$ cat src/rtl/adc_trigger_capture_pkg.sv
// Shared types and constants for the ADC trigger/capture block.
// State encoding is visible on oState, so the numeric values are fixed.
package adc_trigger_capture_pkg;

    typedef enum logic [2:0] {
        S_IDLE    = 3'd0,
        S_ARMED   = 3'd1,
        S_CAPTURE = 3'd2,
        S_DONE    = 3'd3,
        S_ERROR   = 3'd4
    } state_t;

    localparam logic [1:0] ERR_NONE = 2'd0;
    localparam logic [1:0] ERR_CFG  = 2'd1;
    localparam logic [1:0] ERR_OVF  = 2'd2;

    // Bit of the tx controller's control word that drives iTrigLine.
    localparam int unsigned TX_TRIG_BIT = 0;

endpackage

$ cat src/rtl/adc_capture_addr_gen.sv
// Write pointer, per-record sample counter and registered ocram write port.
// End-of-record and overflow are flagged combinationally in the sampling cycle.
module adc_capture_addr_gen #(
    parameter int DATA_W = 32,
    parameter int ADDR_W = 15
) (
    input  logic              adcCLK,
    input  logic              iRst_n,
    input  logic              iClrPtr,
    input  logic              iClrCnt,
    input  logic              iCapture,
    input  logic              iFinalRec,
    input  logic [ADDR_W-1:0] iRecLength,
    input  logic [DATA_W-1:0] iAdcData,
    output logic              oWrEn,
    output logic [ADDR_W-1:0] oWrAddr,
    output logic [DATA_W-1:0] oWrData,
    output logic              oRecEnd,
    output logic              oOverflow
);

    logic [ADDR_W-1:0] wrPtr;
    logic [ADDR_W-1:0] sampleCnt;
    logic [ADDR_W-1:0] cntNext;

    // A write at the top address is only legal if it completes the final record.
    always_comb begin
        cntNext   = sampleCnt + ADDR_W'(1);
        oRecEnd   = iCapture && (cntNext == iRecLength);
        oOverflow = iCapture && (wrPtr == '1) && !(oRecEnd && iFinalRec);
    end

    always_ff @(posedge adcCLK) begin
        if (!iRst_n) begin
            wrPtr     <= '0;
            sampleCnt <= '0;
            oWrEn     <= 1'b0;
            oWrAddr   <= '0;
            oWrData   <= '0;
        end else begin
            oWrEn <= iCapture;
            if (iClrPtr) begin
                wrPtr <= '0;
            end else if (iCapture) begin
                wrPtr <= wrPtr + ADDR_W'(1);
            end
            if (iClrCnt) begin
                sampleCnt <= '0;
            end else if (iCapture) begin
                sampleCnt <= cntNext;
            end
            if (iCapture) begin
                oWrAddr <= wrPtr;
                oWrData <= iAdcData;
            end
        end
    end

endmodule

$ cat src/rtl/adc_trigger_capture.sv
// Armed trigger-driven capture of fixed-length ADC records into ocram,
// with trigger acknowledge, completion interrupt and error reporting.
module adc_trigger_capture
    import adc_trigger_capture_pkg::*;
#(
    parameter int DATA_W = 32,
    parameter int ADDR_W = 15
) (
    input  logic              adcCLK,
    input  logic              iRst_n,
    input  logic              iTrigLine,
    output logic              oTrigAck,
    input  logic              iArm,
    input  logic              iAbort,
    input  logic [ADDR_W-1:0] iRecLength,
    input  logic [7:0]        iNumRecords,
    input  logic              iAdcValid,
    input  logic [DATA_W-1:0] iAdcData,
    output logic              oWrEn,
    output logic [ADDR_W-1:0] oWrAddr,
    output logic [DATA_W-1:0] oWrData,
    output logic              oIrq,
    output logic              oDone,
    output logic [7:0]        oRecCount,
    output logic              oTrigMissed,
    output logic [1:0]        oErr,
    output logic [2:0]        oState
);

    state_t            state;
    logic [ADDR_W-1:0] recLength;
    logic [7:0]        numRecords;
    logic              trigEdge;
    logic              armable;
    logic              badCfg;
    logic              capture;
    logic              finalRec;
    logic              recEnd;
    logic              overflow;

    // oTrigAck doubles as the registered trigger, so it also serves as the edge flag.
    always_comb begin
        trigEdge = iTrigLine && !oTrigAck;
        armable  = (state == S_IDLE) || (state == S_DONE) || (state == S_ERROR);
        badCfg   = (iRecLength == '0) || (iNumRecords == 8'd0);
        capture  = (state == S_CAPTURE) && iAdcValid && !iAbort;
        finalRec = (oRecCount + 8'd1) == numRecords;
    end

    assign oState = state;

    adc_capture_addr_gen #(
        .DATA_W(DATA_W),
        .ADDR_W(ADDR_W)
    ) addrGen (
        .adcCLK    (adcCLK),
        .iRst_n    (iRst_n),
        .iClrPtr   (!iAbort && iArm && armable),
        .iClrCnt   ((state == S_ARMED) && trigEdge),
        .iCapture  (capture),
        .iFinalRec (finalRec),
        .iRecLength(recLength),
        .iAdcData  (iAdcData),
        .oWrEn     (oWrEn),
        .oWrAddr   (oWrAddr),
        .oWrData   (oWrData),
        .oRecEnd   (recEnd),
        .oOverflow (overflow)
    );

    always_ff @(posedge adcCLK) begin
        if (!iRst_n) begin
            state       <= S_IDLE;
            recLength   <= '0;
            numRecords  <= '0;
            oTrigAck    <= 1'b0;
            oIrq        <= 1'b0;
            oDone       <= 1'b0;
            oRecCount   <= '0;
            oTrigMissed <= 1'b0;
            oErr        <= ERR_NONE;
        end else begin
            oTrigAck <= iTrigLine;
            oIrq     <= 1'b0;
            if (iAbort) begin
                state <= S_IDLE;
            end else begin
                case (state)
                    S_ARMED: begin
                        if (trigEdge) state <= S_CAPTURE;
                    end
                    S_CAPTURE: begin
                        if (recEnd) oRecCount <= oRecCount + 8'd1;
                        if (overflow) begin
                            oErr  <= ERR_OVF;
                            state <= S_ERROR;
                        end else if (recEnd) begin
                            if (finalRec) begin
                                state <= S_DONE;
                                oIrq  <= 1'b1;
                                oDone <= 1'b1;
                            end else begin
                                state <= S_ARMED;
                            end
                        end
                    end
                    default: begin
                        if (iArm) begin
                            recLength   <= iRecLength;
                            numRecords  <= iNumRecords;
                            oRecCount   <= '0;
                            oTrigMissed <= 1'b0;
                            oDone       <= 1'b0;
                            oErr        <= badCfg ? ERR_CFG : ERR_NONE;
                            state       <= badCfg ? S_ERROR : S_ARMED;
                        end
                    end
                endcase
            end
            // Placed after the arm clear so a coincident stray trigger is still recorded.
            if (trigEdge && (state != S_ARMED)) oTrigMissed <= 1'b1;
        end
    end

endmodule

$ cat config.mk
export PLATFORM = sky130hd
export DESIGN_NAME = adc_trigger_capture
export DESIGN_NICKNAME = d
export VERILOG_FILES = /design/src/rtl/adc_trigger_capture_pkg.sv /design/src/rtl/adc_capture_addr_gen.sv /design/src/rtl/adc_trigger_capture.sv
export SDC_FILE = /design/constraint.sdc
export NUM_CORES = 1
export LEC_CHECK = 0
export CAP_MARGIN = 20
export CELL_PAD_IN_SITES_DETAIL_PLACEMENT = 0
export CELL_PAD_IN_SITES_GLOBAL_PLACEMENT = 1
export CORE_MARGIN = 2
export CORE_UTILIZATION = 41
export CTS_CLUSTER_SIZE = 20
export DETAILED_ROUTE_END_ITERATION = 16
export PLACE_DENSITY = 0.87
export SYNTH_ARGS = -nofsm -noshare
export SYNTH_HDL_FRONTEND = slang
export SYNTH_HIERARCHICAL = 1
export SYNTH_SLANG_ARGS = --single-unit
$ cat constraint.sdc
create_clock -name adcCLK -period 4.8 [get_ports adcCLK]
set_input_delay 0.96 -clock adcCLK [delete_from_list [all_inputs] [get_ports adcCLK]]
set_output_delay 0.96 -clock adcCLK [all_outputs]
set_load 0.01 [all_outputs]
Yosys cells after proc, flatten, opt, wreduce, memory -nomap -nowiden. Cells that the tools add are included.

Register bits after elaboration: 118. Latch bits: 0. Bits in writable memories: 0. Memory bits (read-only): 0. Bits of input ports: 61. Output and inout port bits: 65. Word-level logic and storage cells: 96. Memories: 0.

Add/sub/neg operators: 3. Multipliers: 0. Div/mod/pow operators: 0. $lt $le $gt $ge: 0. Equality and inequality tests: 16. Shifts and indexed selects: 0. Muxes and demuxes: 23. Bitwise gates (word level): 6. Reductions and logical operators: 34.

Operators with widths (count): 15-bit by 1-bit adder with 15-bit output, second input constant (2); 8-bit two-way mux (2); 8-bit case mux with 2 select lines (1); 15-bit == test (1); 15-bit == test, second input constant (1); 15-bit logical NOT (1); 3-bit two-way mux (5); 1-bit logical AND (11); 2-bit by 1-bit != test with 1-bit output, second input constant (5); 1-bit two-way mux (9); 3-bit AND reduction (3); 8-bit by 1-bit adder with 8-bit output, second input constant (1); 8-bit == test (1); 8-bit logical NOT (1); 4-bit AND reduction (2); 2-bit OR reduction (4); 3-bit by 2-bit == test with 1-bit output, second input constant (2); 2-bit two-way mux (3); 3-bit by 1-bit != test with 1-bit output, second input constant (2); 1-bit inverter (6); 3-bit case mux with 2 select lines (1); 6-bit AND reduction (1); 5-bit OR reduction (1); 2-bit != test, second input constant (2); other kinds (9) (14).

Longest topological paths before layout. Gate-level depths: netlist of run 1.

Depth in word-level cells: 9. Depth in mapped cells: 15. Mapped depth without buffers: 13.

Modules after synthesis. Netlist of run 1, hierarchy kept.

By module, submodules not included: adc_capture_addr_gen (times used 1, cells each 367, area each 3524.6 um^2, seq. area each 1561.5 um^2); adc_trigger_capture (times used 1, cells each 236, area each 2167.1 um^2, seq. area each 800.8 um^2).

Worst setup path after synthesis of run 1. Ideal clock, no wire load.

Kind: input to register. From: input port iAbort. To: register state[0] (netlist: oState[0]). Setup time: 0.117 ns. Arrival time: 3.267 ns. Data required time: 4.683 ns. Slack: 1.416 ns. Stages on the path: 11. Path buffers: 1. Cell sequence: nor3b_1 buf_4 nand4_1 a2111oi_2 nand3_1 o311a_1 nor2_1 o22ai_1 a211oi_1 nor2_1 a32o_1.

Word-level cells in the longest chain between the ends: 8. Elaborated cells on any way between the ends: 12. Those cells by class: eq/ne: 1; mux: 2; reduce/logical: 9.

Ends and longest elaborated chain: start, declared (line adc_trigger_capture.sv:14) `input logic iAbort,`; 1-bit logical NOT * (line adc_trigger_capture.sv:46) `capture = (state == S_CAPTURE) && iAdcValid && !iAbort;`; 1-bit logical AND * (line adc_trigger_capture.sv:46); 1-bit logical AND (line adc_capture_addr_gen.sv:29) `oRecEnd = iCapture && (cntNext == iRecLength);`; 1-bit logical AND (line adc_capture_addr_gen.sv:30) `oOverflow = iCapture && (wrPtr == '1) && !(oRecEnd && iFinalRec);`; 1-bit logical NOT (line adc_capture_addr_gen.sv:30); 1-bit logical AND * (line adc_capture_addr_gen.sv:30); via overflow (line adc_trigger_capture.sv:39) `logic overflow;`; 3-bit by 1-bit != test with 1-bit output (no source line) / 3-bit two-way mux (equally long branches); 3-bit AND reduction (no source line) / 3-bit case mux with 2 select lines (equally long branches); end signal, assigned (line adc_trigger_capture.sv:115) `state <= badCfg ? S_ERROR : S_ARMED;`; end, declared (line adc_trigger_capture.sv:30) `state_t state;`.

The timed path passes the listed nets; every way through them passes the cells marked *. A chain may end at the register's enable or synchronous reset.

Final worst setup path of run 1.
From: input port iAbort. To: register oRecCount[5].

Word-level cells in the longest chain between the ends: 5. Elaborated cells on any way between the ends: 6. Those cells by class: eq/ne: 1; bitwise: 1; reduce/logical: 4.

Ends and longest elaborated chain: 1-bit logical NOT (line adc_trigger_capture.sv:46); 1-bit logical AND (line adc_trigger_capture.sv:46); via capture (line adc_trigger_capture.sv:36) `logic capture;`; 1-bit logical AND (line adc_capture_addr_gen.sv:29); via recEnd (line adc_trigger_capture.sv:38) `logic recEnd;`; 2-bit by 1-bit != test with 1-bit output (no source line); 4-bit AND reduction (no source line); end signal, assigned (line adc_trigger_capture.sv:93) `if (recEnd) oRecCount <= oRecCount + 8'd1;`; end, declared (line adc_trigger_capture.sv:24) `output logic [7:0] oRecCount,`.

The timed path passes the listed nets, and every way through them passes these cells.

==> results.json, run 1 <==
{
  "status": "finished, final reports clean",
  "drt-pass1-iter-count": 4,
  "swShare_pct": 21.0,
  "io-pin-count": 126,
  "power_switching_uw": 508,
  "worstReg2RegStart": "oState[1]",
  "r2r_end": "oRecCount[5]",
  "antennaDiodeCount": 0,
  "max_freq_ghz": 0.266,
  "hold_class": "reg -> reg",
  "rr_worst_depth": 11,
  "yosysWarnings": 6,
  "netlist_instances": 603,
  "drc": 0,
  "grt_antenna_before_repair": 0,
  "grt_pass1_vias": 4489,
  "slew_headroom_pct": 35.0,
  "seq_area_um2": 2360,
  "grt_pass1_wl_um": 21800,
  "rows": 43,
  "worstHoldStart": "oErr[0]",
  "cts_tree": "built",
  "synth_nets": 667,
  "fin_cells": 909,
  "gp_congestion": 0.855,
  "ant_nets": 0,
  "synth-seq-cells": 118,
  "setup.worst_path.class": "in -> reg",
  "num_vias": 4665,
  "fin_crit_sh_pct": 78.2,
  "place_inst": 878,
  "clock-sinks": 118,
  "maxSlewViolCount": 0,
  "end_kind": "flop",
  "hold_buffers": 0,
  "p_per_area_nw_per_um2": 318,
  "multi_input_area_um2": 3140,
  "synth.yosys.seq_area_share_pct": 41.5,
  "grt_max_degree": 66,
  "cts.clk_slew.worst_paths_ns": 0.05,
  "drt_iter0_drc": 293,
  "avgViaCountPerCell": 5.13,
  "grt.total_usage_pct": 18.3,
  "min_to": "oErr[0]",
  "cts_resized": 0,
  "htree_levels": 4,
  "ys.flop_type": "dfxtp_1",
  "async_flop_share_pct": 0,
  "routedWlPerCell_um": 14.7,
  "min_path_cells": 2,
  "dieArea_um2": 14800,
  "hpwl_um": 9460,
  "power_frac_seq_pct": 41.7,
  "clock_path_buffers": 2,
  "port_buffers": 125,
  "num-fill-cells": 1226,
  "wirelength_um": 13300,
  "post_synth.cell_area_avg_um2": 9.44,
  "setup_viol": 0,
  "die-height_um": 122,
  "tightestPinTransition_ns": 0.975,
  "fin_setup_tns_ns": 0,
  "yosysUniqueCellTypes": 60,
  "crit_path_start_kind": "primary input",
  "worstPathRequired_ns": 5.14,
  "cts_buffers": 17,
  "die_w_um": 122,
  "period_minus_slack_ns": 3.75,
  "rsz0062_at_grt": "false",
  "p_int_mw": 1.91,
  "clkLatencyLatePin_ns": 0.41,
  "cts-root-buf": "clkbuf_16",
  "cp_max_fo": 12,
  "max-vdd-ir-drop_mv": 0.280,
  "arrival_ns": 4.09,
  "reg2reg_slack_ns": 1.09,
  "maxCapViolCount": 0,
  "leakagePower_nw": 2.62,
  "cts_setup_buffers": 0,
  "syn2layout_area_growth_pct": 33.7,
  "fin_skew_ns": 0.00882,
  "combPwrFrac_pct": 6.7,
  "core_um2": 13700,
  "drive_above_1_share_pct": 6.17,
  "synth_edf_count": 0,
  "gr-total-overflow": 0,
  "fin_total_pwr_mw": 2.42,
  "nets": 781,
  "synth_area_um2": 5690,
  "initial_core_util_pct": 41.5,
  "finalHoldViolCount": 0,
  "pwr-share-clk_pct": 51.6
}
sequential cells by signal, indices dropped and copies added (netlist names):
signal and cells:
addrGen/oWrData 32, addrGen/oWrAddr 15, addrGen/sampleCnt 15, addrGen/wrPtr 15
recLength 15, numRecords 8, oRecCount 8, oState 3
oErr 2, addrGen/oWrEn 1, oDone 1, oIrq 1
oTrigAck 1, oTrigMissed 1
kinds of logic after synthesis:
| group | count (synthesis) | share of synthesized area, % |
|---|---|---|
| xor gates and xnor gates | 55 | 8.46 |
| AOI/OAI and AO/OA | 64 | 7.96 |
| adders and majority gates | 3 | 0.660 |
| buffers and inverters | 41 | 3.39 |
| and+or+nand+nor | 248 | 25.0 |
| DFF | 118 | 41.5 |
| muxes | 74 | 13.0 |
critical path, stage by stage:
cell and delay (ns):
clkdlybuf4s50_1 0.56, nor3b_2 0.32, nand4_1 0.14, a2111oi_2 0.34, nand3_1 0.13, nor2_1 0.26
nand4bb_1 0.15, a41oi_2 0.52, nand2_2 0.15, or4_1 0.42, a21boi_1 0.14
stage by stage:
stage               cell area (um2)  util [%]  hold WS (ns)  worst slack, ns
finish                         7610      55.5         0.480             1.05
detailed placement             7030      51.2         0.474            0.643
CTS                            7610      55.5         0.484             1.07
floorplan                      5690         -         0.481             1.42
global placement               7030      51.2         0.475            0.728
global route                   7610      55.5         0.534            0.699
how the worst max path moves through the flow:
stage | start | endpoint | slack [ns] | depth (start not counted)
after floorplan | iAbort | oState[0] | 1.42 | 11
after global placement | iAbort | oRecCount[5] | 0.73 | 11
after detailed placement | iAbort | oRecCount[5] | 0.64 | 11
after CTS | iAbort | oRecCount[5] | 1.07 | 11
after global routing | oState[1] | oRecCount[5] | 0.70 | 11
final | iAbort | oRecCount[5] | 1.05 | 11
cell type report:
type                            instances  area share (%)
Clock inverter                          9            1.68
Clock buffer                           22            5.97
Tap cell                              180            2.96
Inverter                                8           0.395
Multi-Input combinational cell        444            41.3
Sequential cell                       118            31.0
Timing Repair Buffer                  128            16.7
power by group through the flow:
stage | Clock (mW) | Sequential, mW | Combinational, mW
floorplan | 0 | 1.02 | 0.0878
global placement | 0 | 1.03 | 0.158
detailed placement | 0 | 1.03 | 0.162
CTS | 1.28 | 1.01 | 0.163
global route | 1.32 | 1.01 | 0.175
finish | 1.25 | 1.01 | 0.161
cells in the mapped netlist, types with 2 or more instances:
| master | number | area, um2 |
|---|---|---|
| nand4_1 | 16 | 100 |
| inv_1 | 8 | 30.0 |
| a31oi_1 | 2 | 12.5 |
| nor2b_1 | 75 | 469 |
| o21a_1 | 3 | 22.5 |
| a21o_1 | 2 | 15.0 |
| mux2i_1 | 74 | 741 |
| nand3_1 | 22 | 110 |
| or3_1 | 4 | 25.0 |
| o31ai_1 | 2 | 15.0 |
| nand4b_1 | 4 | 35.0 |
| nand2b_1 | 12 | 75.1 |
| xor2_1 | 31 | 272 |
| ha_1 | 3 | 37.5 |
| a21boi_0 | 7 | 52.6 |
| a211oi_1 | 4 | 30.0 |
| nor4_1 | 7 | 43.8 |
| o21ai_1 | 3 | 15.0 |
| o211ai_1 | 2 | 15.0 |
| dfxtp_1 | 118 | 2360 |
| and4_1 | 4 | 35.0 |
| o22ai_1 | 2 | 12.5 |
| clkbuf_1 | 15 | 56.3 |
| nor2_1 | 46 | 173 |
| nand2_1 | 24 | 90.1 |
| xnor2_1 | 24 | 210 |
| nand4bb_1 | 4 | 45.0 |
| a21oi_1 | 10 | 50.1 |
| and2_1 | 5 | 31.3 |
| nor3_1 | 8 | 40.0 |
| nor3b_1 | 3 | 22.5 |
| buf_4 | 4 | 30.0 |
| nand3b_1 | 2 | 15.0 |
| o21ai_0 | 16 | 80.1 |
| buf_2 | 12 | 60.1 |
metal layers:
| metal | up-vias | routed length (um) | track usage, % | share of wire, % |
|---|---|---|---|---|
| met3 | 16 | 829 | 5.15 | 6.2 |
| li1 | 2334 | - | - | - |
| met5 | - | 0 | 0 | 0 |
| met4 | 0 | 162 | 6.97 | 1.2 |
| met2 | 154 | 6060 | 29.2 | 45 |
| met1 | 2161 | 6280 | 23.6 | 47 |
layout by cell type (no fill, tap or decap), types with 12 or more instances in the layout:
| master | synthesis | layout |
|---|---|---|
| mux2i_1 | 74 | 74 |
| o21ai_0 | 16 | 16 |
| xor2_1 | 31 | 31 |
| nand2b_1 | 12 | 12 |
| clkdlybuf4s50_1 | 0 | 124 |
| xnor2_1 | 24 | 24 |
| dfxtp_1 | 118 | 118 |
| nand4_1 | 16 | 16 |
| clkbuf_16 | 0 | 17 |
| nand3_1 | 22 | 22 |
| nor2_1 | 46 | 46 |
| nor2b_1 | 75 | 75 |
| nand2_1 | 24 | 24 |
No activity file was read; power rests on OpenSTA's default activity.
==> run 2: changes to the inputs <==
Settings changed: CORE_UTILIZATION 41 to 35, PLACE_DENSITY 0.87 to 0.79.
Clock period 4.8 ns to 3.1 ns, I/O delays scaled along.
==> run 2 against run 1 <==
Net effect:
- hold slack improved by 0.014 ns
- total power increased by 64%
- non-clock buffer count increased by 30
- combinational power increased by 63%
- die area increased by 17%
- clock skew decreased by 0.0025 ns
- utilization decreased by 5.0 points
- worst setup slack got worse by 0.83 ns
- count of clock-buffer cells in the layout decreased by 5
==> results.json, run 2 (synthesized netlist as in run 1, its figures left out) <==
{
  "status": "finished, final reports clean",
  "gp_congestion": 0.893,
  "cp_max_fo": 7,
  "grt_antenna_before_repair": 0,
  "finalHoldViolCount": 0,
  "drc": 0,
  "cts.clk_slew.worst_paths_ns": 0.06,
  "antennaDiodeCount": 0,
  "hold_class": "reg -> reg",
  "tightestPinTransition_ns": 0.792,
  "maxSlewViolCount": 0,
  "hpwl_um": 10100,
  "drive_above_1_share_pct": 11.8,
  "initial_core_util_pct": 35.8,
  "largest_reg_flops": 32,
  "gr-total-overflow": 0,
  "met2_usage_pct": 26.9,
  "rows": 46,
  "grt.total_usage_pct": 16.6,
  "drt-pass1-iter-count": 5,
  "num_vias": 4753,
  "use_met3_pct": 4.55,
  "crit_path_start_kind": "flop",
  "max-vdd-ir-drop_mv": 0.425,
  "whs_ns": 0.494,
  "wirelength_um": 14000,
  "cts-root-buf": "clkbuf_16",
  "grt_pass1_wl_um": 23600,
  "max_freq_ghz": 0.347,
  "setup_viol": 0,
  "dieArea_um2": 17300,
  "cts_buffers": 17,
  "setup.worst_path.class": "reg -> reg",
  "cp_slowest_stage_delay_ns": 0.48,
  "core_um2": 15900,
  "ant_nets": 0,
  "die_w_um": 132,
  "grt-busiest-layer": "met2",
  "rsz0062_at_grt": "true",
  "post-route-worst-setup-slack_ns": 0.214,
  "fin_setup_tns_ns": 0,
  "mostFrequentLayoutCell": "clkdlybuf4s50_1",
  "die-height_um": 132,
  "drt_iter0_drc": 188,
  "port_buffers": 125,
  "mostFrequentLayoutCells": "clkdlybuf4s50_1, dfxtp_1, nor2b_1, mux2i_1, nor2_1",
  "num-fill-cells": 1484,
  "clock_path_buffers": 2,
  "slew_headroom_pct": 47.2,
  "syn2layout_area_growth_pct": 40.8,
  "htree_levels": 4,
  "leakagePower_nw": 2.81,
  "io-pin-count": 126,
  "nets": 811,
  "grtUsageMet1_pct": 21.1,
  "fin_skew_ns": 0.00634,
  "hold_buffers": 0,
  "grt_pass1_vias": 4783,
  "arrival_ns": 3.23,
  "end_kind": "flop",
  "avgViaCountPerCell": 4.87,
  "period_minus_slack_ns": 2.89,
  "routedWlPerCell_um": 14.4,
  "cp_slowest_cell": "dfxtp_1",
  "maxCapViolCount": 0,
  "grt_max_degree": 65,
  "p_per_area_nw_per_um2": 496,
  "fin_crit_sh_pct": 93.1,
  "clock-sinks": 118,
  "dp_slack_ns": -0.179,
  "worstPathRequired_ns": 3.44,
  "largest_register": "addrGen/oWrData",
  "cts_tree": "built",
  "crit_chain": "nand4_1 -> nor4_1 -> xnor2_1 -> o221a_2 -> nand3_1 -> nor2_2 -> nand4bb_1 -> a41oi_2 -> nand2_2 -> or4_1 -> a21boi_1",
  "clkLatencyLatePin_ns": 0.41
}
## run 2: final cells by class
class	count	area (um2)	share of cell area, %
well taps	216	270	3.37
clock buffers	17	425	5.31
clock inverters	15	228	2.84
repair buffers	158	1490	18.6
inverters	8	30.0	0.375
multi-input cells	444	3200	39.9
flip-flops and latches	118	2370	29.5
## run 2: critical path, delay by kind of cell (launching register included)
family	cells	cell delay [ns]
AOI/OAI and AO/OA	3	0.63
and+or+nand+nor	7	1.55
xor gates and xnor gates	1	0.19
DFF	1	0.48
## run 2: timing repair
item                       in CTS  in global routing
setup buffers                   0                  1
setup endpoints to repair       0                 10
gates resized for setup         0                 11
## run 2: per-stage QoR
stage               cell area [um2]  utilization [%]  total power [mW]  instances
floorplan                      5710                -              1.72        603
global placement               7310             46.0              1.85        943
detailed placement             7310             46.0              1.85        943
CTS                            7960             50.1              4.02        975
global route                   8010             50.4              4.10        976
finish                         8010             50.4              3.97        976
## run 2: worst paths after layout
kind / start / endpoint / slack (ns) / cells after the start
worst min-delay path: oErr[0] / oErr[0] / 0.49 / 2
worst max-delay path: addrGen/sampleCnt[9] / oRecCount[5] / 0.21 / 11
worst max register to register: addrGen/sampleCnt[9] / oRecCount[5] / 0.21 / 11
worst min register to register: oErr[0] / oErr[0] / 0.49 / 2
## run 2: report_power, final
part	internal [mW]	leakage (nW)	switching [mW]
logic	0.151	1.54	0.112
registers	1.54	0.956	0.0182
clock network	1.43	0.314	0.722
total	3.12	2.81	0.853
## run 2: per-layer routing
metal | share of wire [%] | wire, um | vias up
met5 | 0 | 0 | -
met4 | 1.7 | 234 | 0
met3 | 5.3 | 736 | 17
met2 | 46 | 6410 | 140
met1 | 47 | 6630 | 2211
li1 | - | - | 2385
==> run 3: changes to the inputs <==
Settings changed: CORE_UTILIZATION 35 to 43, DONT_BUFFER_PORTS from default to 1, PLACE_DENSITY 0.79 to 0.77.
==> run 3 against run 2 <==
Net effect:
- sequential power is essentially flat
- final area shrank 16%
- die area shrank 18%
- first-iteration DRC count grew 55%
- via count shrank 9.9%
- register-to-register slack lost 0.09 ns
- sequential share of layout area grew 5.7 points
- worst setup slack lost 0.090 ns
- total power shrank 4.8%
- wire length shrank 8.3%
- critical endpoint unchanged
- highest routed layer unchanged
==> results.json, run 3 (synthesized netlist as in run 1, its figures left out) <==
{
  "status": "finished, final reports clean",
  "arrival_ns": 3.32,
  "hpwl_um": 9070,
  "grt_pass1_vias": 4187,
  "die-height_um": 119,
  "num-fill-cells": 1172,
  "grt.total_usage_pct": 18.4,
  "combPwrFrac_pct": 4.2,
  "wirelength_um": 12900,
  "drc": 0,
  "drt_iter0_drc": 292,
  "cts_tree": "built",
  "drt-pass1-iter-count": 4,
  "core_um2": 13100,
  "clock-sinks": 118,
  "clock_path_buffers": 2,
  "dp_slack_ns": 0.0460,
  "tightestPinTransition_ns": 0.796,
  "gr-total-overflow": 0,
  "mostFrequentLayoutCell": "dfxtp_1",
  "num_vias": 4281,
  "initial_core_util_pct": 43.5,
  "routedWlPerCell_um": 15.9,
  "nets": 681,
  "period_minus_slack_ns": 2.98,
  "setup.worst_path.class": "reg -> reg",
  "clkLatencyLatePin_ns": 0.41,
  "drive_above_1_share_pct": 13.7,
  "seq_area_um2": 2370,
  "cts_buffers": 17,
  "htree_levels": 4,
  "crit_path_start_kind": "flop",
  "met1_length_um": 5660,
  "worstPathRequired_ns": 3.45,
  "largest_register": "addrGen/oWrData",
  "syn2layout_area_growth_pct": 18.2,
  "ant_nets": 0,
  "p_int_mw": 3.02,
  "cp_slowest_cell": "dfxtp_1",
  "finalHoldViolCount": 0,
  "grt_max_degree": 89,
  "multi_input_area_um2": 3270,
  "end_kind": "flop",
  "dieArea_um2": 14200,
  "fin_setup_tns_ns": 0,
  "fin_skew_ns": 0.00684,
  "maxSlewViolCount": 0,
  "grt_antenna_before_repair": 0,
  "p_per_area_nw_per_um2": 562,
  "fin_total_pwr_mw": 3.78,
  "rows": 42,
  "gp_congestion": 0.871,
  "hold_buffers": 0,
  "cts-root-buf": "clkbuf_16",
  "cp_slowest_stage_delay_ns": 0.42,
  "cp_max_fo": 5,
  "swShare_pct": 20.0,
  "crit_chain": "nand4_1 -> nor4_2 -> xnor2_1 -> o21ai_0 -> nand4b_1 -> buf_4 -> nor2_2 -> nand4bb_1 -> a41oi_2 -> nand2_2 -> or4_1 -> a21boi_1",
  "mostFrequentLayoutCells": "dfxtp_1, nor2b_1, mux2i_1, nor2_1, xor2_1",
  "io-pin-count": 126,
  "power_frac_seq_pct": 41.2,
  "pwr-share-clk_pct": 54.5,
  "power_switching_uw": 757,
  "place_area_um2": 5940,
  "fin_area_um2": 6730,
  "max-vdd-ir-drop_mv": 0.395,
  "grt_pass1_wl_um": 20800,
  "fin_crit_sh_pct": 96.0,
  "largest_reg_flops": 32,
  "cts.clk_slew.worst_paths_ns": 0.06,
  "wl_met2_um": 5840,
  "avgViaCountPerCell": 5.31,
  "wl_met3_um": 1100,
  "max_freq_ghz": 0.336,
  "port_buffers": 0,
  "slew_headroom_pct": 46.9,
  "maxCapViolCount": 0,
  "post-route-worst-setup-slack_ns": 0.124,
  "die_w_um": 119,
  "leakagePower_nw": 2.35,
  "antennaDiodeCount": 0,
  "top_layer_used": "met4",
  "hold_class": "in -> reg",
  "setup_viol": 0
}
==> run 3: cell types whose count changed in the layout (fill, tap and decap cells not counted), moves of 2 or more <==
| cell | previous run | this run |
|---|---|---|
| clkdlybuf4s50_1 | 124 | 0 |
| buf_4 | 33 | 28 |
| clkinv_4 | 4 | 0 |
| clkbuf_1 | 0 | 3 |
| clkbuf_8 | 0 | 3 |
| clkinv_2 | 2 | 4 |
| inv_6 | 2 | 0 |
==> run 3: critical path, delay by kind of cell, from the launching register on <==
family                 cells  cell delay [ns]
AND/OR/NAND/NOR            7             1.66
AO/OA/AOI/OAI              3             0.49
buffers and inverters      1             0.18
XOR/XNOR                   1             0.16
flip-flops                 1             0.42
==> run 3: per-stage QoR <==
step / hold slack (ns) / util (%) / instances
final: 0.338 / 51.4 / 806
after global routing: 0.328 / 51.4 / 806
after floorplan: 0.481 / - / 603
after detailed placement: 0.518 / 45.4 / 769
after CTS: 0.317 / 50.2 / 801
after global placement: 0.513 / 45.4 / 769
==> run 3: power by group through the flow <==
stage	combinational (mW)	clock, mW	sequential [mW]
final	0.161	2.06	1.56
after global routing	0.177	2.18	1.56
after detailed placement	0.154	0	1.59
after CTS	0.154	2.11	1.56
after floorplan	0.137	0	1.58
after global placement	0.150	0	1.59
==> run 3: layout make-up <==
cell class	count	share of cell area, %
repair buffers	28	3.13
inverters	8	0.447
multi-input cells	444	48.6
flip-flops and latches	118	35.2
clock buffers	23	7.11
clock inverters	9	2.20
well taps	176	3.27
==> run 3: metal layers <==
metal	vias to the layer above	track usage, %
li1	2132	-
met1	1979	21.8
met2	149	29.2
met3	21	7.18
met4	0	8.63
met5	-	0
==> run 3: final timing paths <==
path | startpoint | end | slack [ns] | cells past startpoint
max | addrGen/sampleCnt[2] | oRecCount[5] | 0.12 | 12
min | iTrigLine | oTrigAck | 0.34 | 1
max reg2reg | addrGen/sampleCnt[2] | oRecCount[5] | 0.12 | 12
min reg2reg | oErr[0] | oErr[0] | 0.53 | 2
==> run 3: timing repair <==
item | CTS | global route
setup endpoints to repair | 0 | 12
buffers inserted | 0 | 5
resized for setup | 0 | 22
